$ cat src/rtl/btn_irq_controller_if.sv
// CPU-side bus of the button interrupt controller: register port plus irq/ack handshake.
// The controller connects through the slave modport, the CPU (or bench) through master.
interface btn_irq_controller_if;
  logic       cfg_we;
  logic       cfg_re;
  logic [2:0] cfg_addr;
  logic [7:0] cfg_wdata;
  logic [7:0] cfg_rdata;
  logic       irq;
  logic [2:0] irq_id;
  logic       irq_ack;

  modport master (
    output cfg_we, cfg_re, cfg_addr, cfg_wdata, irq_ack,
    input  cfg_rdata, irq, irq_id
  );

  modport slave (
    input  cfg_we, cfg_re, cfg_addr, cfg_wdata, irq_ack,
    output cfg_rdata, irq, irq_id
  );
endinterface

$ cat src/rtl/btn_irq_controller.sv
// Button event interrupt controller: edge detect, pending/overflow latches, masked
// arbitration (fixed or round-robin), one-at-a-time irq with ack, saturating press counters.
module btn_irq_controller #(
  parameter int N_BTN  = 4,
  parameter int CNT_W  = 8,
  parameter int ARB_RR = 1
) (
  input  logic                sysclk,
  input  logic                rst,
  input  logic [N_BTN-1:0]    btn_evt,
  btn_irq_controller_if.slave bus
);

  typedef enum logic [1:0] {IDLE = 2'd0, ASSERT = 2'd1, GAP = 2'd2} state_t;

  state_t           state, state_nxt;
  logic [N_BTN-1:0] btn_evt_q, evt_edge, mask, pending, overflow;
  logic [N_BTN-1:0] wr_val, pend_w1c, ovf_w1c, ack_clr, clr, id_onehot, req;
  logic [CNT_W-1:0] cnt [N_BTN];
  logic [2:0]       rr_ptr, ptr_nxt, irq_id_q, id_nxt, win_id, arb_start;
  logic             irq_q, irq_nxt, win_vld, cur_ok, mask_we;
  logic [7:0]       rd_val, rdata_q;

  function automatic logic [CNT_W-1:0] sat_inc(input logic [CNT_W-1:0] v);
    return (&v) ? v : v + CNT_W'(1);
  endfunction

  function automatic logic [7:0] pad_vec(input logic [N_BTN-1:0] v);
    logic [N_BTN+7:0] t;
    t = {8'd0, v};
    return t[7:0];
  endfunction

  function automatic logic [7:0] pad_cnt(input logic [CNT_W-1:0] v);
    logic [CNT_W+7:0] t;
    t = {8'd0, v};
    return t[7:0];
  endfunction

  // Returns {found, id}: first requesting channel at or after start, wrapping.
  function automatic logic [3:0] arbitrate(input logic [N_BTN-1:0] r,
                                           input logic [2:0] start);
    logic [3:0] res;
    int         idx;
    res = '0;
    for (int k = N_BTN - 1; k >= 0; k--) begin
      idx = (int'(start) + k) % N_BTN;
      if (r[idx]) res = {1'b1, 3'(idx)};
    end
    return res;
  endfunction

  assign evt_edge  = btn_evt & ~btn_evt_q;
  assign wr_val    = N_BTN'(bus.cfg_wdata);
  assign mask_we   = bus.cfg_we && (bus.cfg_addr == 3'd0);
  assign pend_w1c  = (bus.cfg_we && bus.cfg_addr == 3'd1) ? wr_val : '0;
  assign ovf_w1c   = (bus.cfg_we && bus.cfg_addr == 3'd2) ? wr_val : '0;
  assign clr       = pend_w1c | ack_clr;
  assign req       = pending & mask;
  assign arb_start = (ARB_RR != 0) ? rr_ptr : 3'd0;
  assign {win_vld, win_id} = arbitrate(req, arb_start);
  assign id_onehot = N_BTN'(1) << irq_id_q;
  assign cur_ok    = |(req & id_onehot);

  // FSM state and irq output registers
  always_ff @(posedge sysclk or posedge rst) begin
    if (rst) begin
      state    <= IDLE;
      irq_q    <= 1'b0;
      irq_id_q <= 3'd0;
      rr_ptr   <= 3'd0;
    end else begin
      state    <= state_nxt;
      irq_q    <= irq_nxt;
      irq_id_q <= id_nxt;
      rr_ptr   <= ptr_nxt;
    end
  end

  always_comb begin
    state_nxt = state;
    irq_nxt   = 1'b0;
    id_nxt    = 3'd0;
    ack_clr   = '0;
    ptr_nxt   = rr_ptr;
    case (state)
      IDLE: begin
        if (win_vld) begin
          state_nxt = ASSERT;
          irq_nxt   = 1'b1;
          id_nxt    = win_id;
        end
      end
      ASSERT: begin
        if (bus.irq_ack) begin
          state_nxt = GAP;
          ack_clr   = id_onehot;
          ptr_nxt   = (irq_id_q == 3'(N_BTN - 1)) ? 3'd0 : irq_id_q + 3'd1;
        end else if (!cur_ok) begin
          // CPU masked or cleared the channel before acking: withdraw quietly.
          state_nxt = IDLE;
        end else begin
          irq_nxt = 1'b1;
          id_nxt  = irq_id_q;
        end
      end
      GAP:     state_nxt = IDLE;
      default: state_nxt = IDLE;
    endcase
  end

  // Edge history, mask, pending/overflow latches and press counters
  always_ff @(posedge sysclk or posedge rst) begin
    if (rst) begin
      btn_evt_q <= '1;
      mask      <= '0;
      pending   <= '0;
      overflow  <= '0;
      for (int i = 0; i < N_BTN; i++) cnt[i] <= '0;
    end else begin
      btn_evt_q <= btn_evt;
      if (mask_we) mask <= wr_val;
      // A new edge beats any clear of the same channel and then is not a lost event.
      pending   <= (pending & ~clr) | evt_edge;
      overflow  <= (overflow & ~ovf_w1c) | (evt_edge & pending & ~clr);
      for (int i = 0; i < N_BTN; i++) begin
        if (bus.cfg_we && bus.cfg_addr[2] && int'(bus.cfg_addr[1:0]) == i)
          cnt[i] <= '0;
        else if (evt_edge[i])
          cnt[i] <= sat_inc(cnt[i]);
      end
    end
  end

  always_comb begin
    rd_val = 8'd0;
    case (bus.cfg_addr)
      3'd0: rd_val = pad_vec(mask);
      3'd1: rd_val = pad_vec(pending);
      3'd2: rd_val = pad_vec(overflow);
      3'd3: rd_val = {irq_q, 4'b0000, irq_id_q};
      default: begin
        if (int'(bus.cfg_addr[1:0]) < N_BTN) rd_val = pad_cnt(cnt[bus.cfg_addr[1:0]]);
      end
    endcase
  end

  // Read data register: loaded on a read strobe, held otherwise
  always_ff @(posedge sysclk or posedge rst) begin
    if (rst)             rdata_q <= 8'd0;
    else if (bus.cfg_re) rdata_q <= rd_val;
  end

  assign bus.cfg_rdata = rdata_q;
  assign bus.irq       = irq_q;
  assign bus.irq_id    = irq_id_q;

endmodule

$ cat src/flat_wrapper.sv
// flat-port wrapper written by rule: the top's interface ports become plain ports
module btn_irq_controller_flat 
#(
  parameter int N_BTN  = 4,
  parameter int CNT_W  = 8,
  parameter int ARB_RR = 1
)
  (sysclk, rst, btn_evt, bus_cfg_we, bus_cfg_re, bus_cfg_addr, bus_cfg_wdata, bus_irq_ack, bus_cfg_rdata, bus_irq, bus_irq_id);
  btn_irq_controller_if bus_i ();
  input  logic sysclk;
  input  logic rst;
  input  logic [N_BTN-1:0] btn_evt;
  input wire logic [$bits(bus_i.cfg_we)-1:0] bus_cfg_we;
  input wire logic [$bits(bus_i.cfg_re)-1:0] bus_cfg_re;
  input wire logic [$bits(bus_i.cfg_addr)-1:0] bus_cfg_addr;
  input wire logic [$bits(bus_i.cfg_wdata)-1:0] bus_cfg_wdata;
  input wire logic [$bits(bus_i.irq_ack)-1:0] bus_irq_ack;
  output wire logic [$bits(bus_i.cfg_rdata)-1:0] bus_cfg_rdata;
  output wire logic [$bits(bus_i.irq)-1:0] bus_irq;
  output wire logic [$bits(bus_i.irq_id)-1:0] bus_irq_id;
  assign bus_i.cfg_we = bus_cfg_we;
  assign bus_i.cfg_re = bus_cfg_re;
  assign bus_i.cfg_addr = bus_cfg_addr;
  assign bus_i.cfg_wdata = bus_cfg_wdata;
  assign bus_i.irq_ack = bus_irq_ack;
  assign bus_cfg_rdata = bus_i.cfg_rdata;
  assign bus_irq = bus_i.irq;
  assign bus_irq_id = bus_i.irq_id;
  btn_irq_controller #(.N_BTN(N_BTN), .CNT_W(CNT_W), .ARB_RR(ARB_RR)) u_core (.sysclk(sysclk), .rst(rst), .btn_evt(btn_evt), .bus(bus_i));
endmodule
$ cat config.mk
export PLATFORM = sky130hd
export DESIGN_NAME = btn_irq_controller_flat
export DESIGN_NICKNAME = d
export VERILOG_FILES = /design/src/rtl/btn_irq_controller_if.sv /design/src/rtl/btn_irq_controller.sv /design/src/flat_wrapper.sv
export SDC_FILE = /design/constraint.sdc
export NUM_CORES = 1
export LEC_CHECK = 0
export CORE_MARGIN = 3
export CORE_UTILIZATION = 60
export DETAILED_ROUTE_END_ITERATION = 6
export PLACE_DENSITY_LB_ADDON = 0.05
export SYNTH_ARGS = -nofsm -noshare
export SYNTH_HDL_FRONTEND = slang
export SYNTH_SLANG_ARGS = --single-unit
$ cat constraint.sdc
create_clock -name sysclk -period 3.95 [get_ports sysclk]
set_input_delay 0.5925 -clock sysclk [delete_from_list [all_inputs] [get_ports sysclk]]
set_output_delay 0.5925 -clock sysclk [all_outputs]
set_load 0.05 [all_outputs]
==> results.ini <==
[status]
outcome = finished clean

[floorplanning]
start_util = 0.625
die_height_um = 82.0
dieArea_um2 = 6720
pin_count = 32
coreArea_um2 = 5540
placementRows = 27
fp.dieW_um = 82.0

[setup_path]
cpPeakStageDelay_ns = 1.01
crit_type = input pin to flip-flop
cp-start-kind = input pin
crit_required_ns = 4.18
path_cells = clkdlybuf4s50_1, nand3_1, nor2_1, a211o_1, nand2_1
regToRegStartpoint = u_core.cnt[8]
crit_arrival_ns = 2.62
worstPathMaxFanout = 21
r2r-end = u_core.cnt[15]
end_kind = flip-flop
cp_slowest_cell = clkdlybuf4s50_1
r2r_cells = 5
rrSetupSlack_ns = 2.25

[global_routing]
grt_max_degree = 35
grt_usage = 0.259
grt_remaining_overflow = 0
grt_pass1_wl_um = 12900
grt_pass1_vias = 2613
antenna_found_initial = 0

[layout]
syn_to_final_growth_pct = 15.4
n_fill_cell = 429
drive_gt1_frac = 0.133
diodes = 0
multi_input_area_um2 = 1790
seq_area_um2 = 1580
nets = 399

[sta]
rsz0062_at_grt = false
tns_ns = 0
relSlewSlack = 0.449
hold_viol_final = 0
final_max_slew_viol_count = 0
fmax_mhz = 419
worst_slew_pin_slew_ns = 0.823
fin_skew_ns = 0.00562
setup_viol = 0
period_needed_ns = 2.39
period_share = 0.604

[yosys]
synth_area_per_cell_um2 = 10.2
ys_types = 54
yosysWarnings = 0
ys_seq_area_frac = 0.456
synth_edf_count = 0
synthArstFlopShare = 1.00
synth_top_area_frac = 0.426
synth.net_count = 368
synth_ff_type = dfrtp_1
syn_inst = 340
synth_top_cell_by_area = dfrtp_1
ys_top_cells_by_count = dfrtp_1, nand2_1, nor2_1
syn-cell-area_um2 = 3460
ys_top_cells_by_area = dfrtp_1, mux4_2, nand2_1, nor2_1, nand3_1
synth_seq_cells = 63
yosysMostFrequentCell = dfrtp_1

[clock_network]
clk_latency_ns = 0.34
cts_setup_buffers = 0
clk_pin_slew_worst_paths_ns = 0.07
cts_max_level = 3
cts-buffers-inserted = 9
clock-root-buffer = clkbuf_8
cts_tree = yes
clock_path_buffers = 2
cts_hold_buf = 0
cts_sinks = 63
post_cts_resize_count = 0

[pwr]
power_density_nw_per_um2 = 563
power_w = 0.00225
leakagePower_nw = 1.72
intPower_w = 0.00144
power_frac_seq = 0.453
p_comb_frac = 0.285
switching_share = 0.362
peakVddDrop_uv = 373
power.switching_w = 0.000813
clockPowerShare = 0.262

[route]
dr.pass1.iters = 5
drtIter0Drc = 215
viasPerCell = 6.22
vias = 2786
ant_nets = 0
wire_per_inst_um = 17.5
drcViolationCount = 0
finalWirelength_um = 7830

[placed_design]
place.port_buffers = 26
gp_congestion = 0.898
hpwlAfterDp_um = 5580

[flow_run]
maxCapViolations = 0

[min_path]
holdCritStartpoint = u_core.overflow[2]
min_to = u_core.overflow[2]
min_path_cells = 2
min_path_type = flip-flop to flip-flop

[power groups by stage]
stage	Clock [W]	Sequential, W	Combinational [W]
floorplan	0	0.00104	0.000401
global placement	0	0.00102	0.000622
detailed placement	0	0.00102	0.000638
CTS	0.000596	0.00101	0.000647
global route	0.000630	0.00104	0.000719
finish	0.000588	0.00102	0.000642
[area by class of cell]
cell class | instances | share of cell area
inverters | 9 | 0.00845
clock inverters | 3 | 0.0100
clock buffers | 13 | 0.0423
multi-input cells | 258 | 0.449
repair buffers | 30 | 0.0726
flip-flops and latches | 63 | 0.396
well taps | 72 | 0.0225
[worst max-delay path: cells and delay by family]
family	cells	cell delay, ns
AOI/OAI and AO/OA	1	0.17
buffers and inverters	1	1.01
and+or+nand+nor	3	0.84
[per-layer routing]
metal,vias up,GRT usage,wire [um]
met2,104,0.397,3650
met5,-,0,0
li1,1312,-,-
met3,17,0.0702,515
met4,0,0.105,161
met1,1353,0.348,3510
[flip-flops by register name (all words and copies together), names as in the netlist]
| register | count |
|---|---|
| u_core.btn_evt_q | 4 |
| u_core.bus.irq | 1 |
| u_core.overflow | 4 |
| u_core.bus.cfg_rdata | 8 |
| u_core.state | 2 |
| u_core.cnt | 32 |
| u_core.mask | 4 |
| u_core.pending | 4 |
| u_core.bus.irq_id | 2 |
| u_core.arb_start | 2 |
[cells in the final DEF (no fill, tap or decap), types with 5 or more instances in the layout]
master	instances
a21oi_1	9
a22oi_1	5
a31oi_1	10
and3_1	5
clkbuf_8	12
clkdlybuf4s50_1	26
dfrtp_1	59
ha_1	8
inv_1	8
mux2_2	8
mux2i_1	9
mux4_2	8
nand2_1	40
nand2b_1	5
nand3_1	22
nand4_1	8
nor2_1	33
nor3_1	5
o21ai_0	19
xor2_1	9
[stage by stage]
stage	setup slack [ns]	utilization	cell area (um2)	hold slack, ns	std cells
after floorplan	1.79	-	3460	0.441	340
after global placement	1.23	0.684	3790	0.465	432
after detailed placement	1.23	0.684	3790	0.466	432
after CTS	1.55	0.722	4000	0.481	448
after global routing	1.34	0.722	4000	0.514	448
final	1.56	0.722	4000	0.476	448
[kinds of logic after synthesis]
group	Yosys count	synth area share
and+or+nand+nor	144	0.215
AOI/OAI and AO/OA	67	0.129
DFF	63	0.456
muxes	27	0.116
buffers and inverters	19	0.0260
xor gates and xnor gates	11	0.0278
adders and majority gates	8	0.0289
other	1	0.00108
[worst max path at each step]
stage                         start             endpoint  slack, ns  depth (start not counted)
floorplan                       rst  u_core.arb_start[0]       1.79                          1
global placement    bus_cfg_addr[2]       u_core.cnt[15]       1.23                          5
detailed placement  bus_cfg_addr[2]       u_core.cnt[21]       1.23                          5
CTS                 bus_cfg_addr[2]       u_core.cnt[15]       1.55                          5
global route        bus_cfg_addr[2]       u_core.cnt[15]       1.34                          5
finish              bus_cfg_addr[2]       u_core.cnt[15]       1.56                          5
No activity file was read; power rests on OpenSTA's default activity.
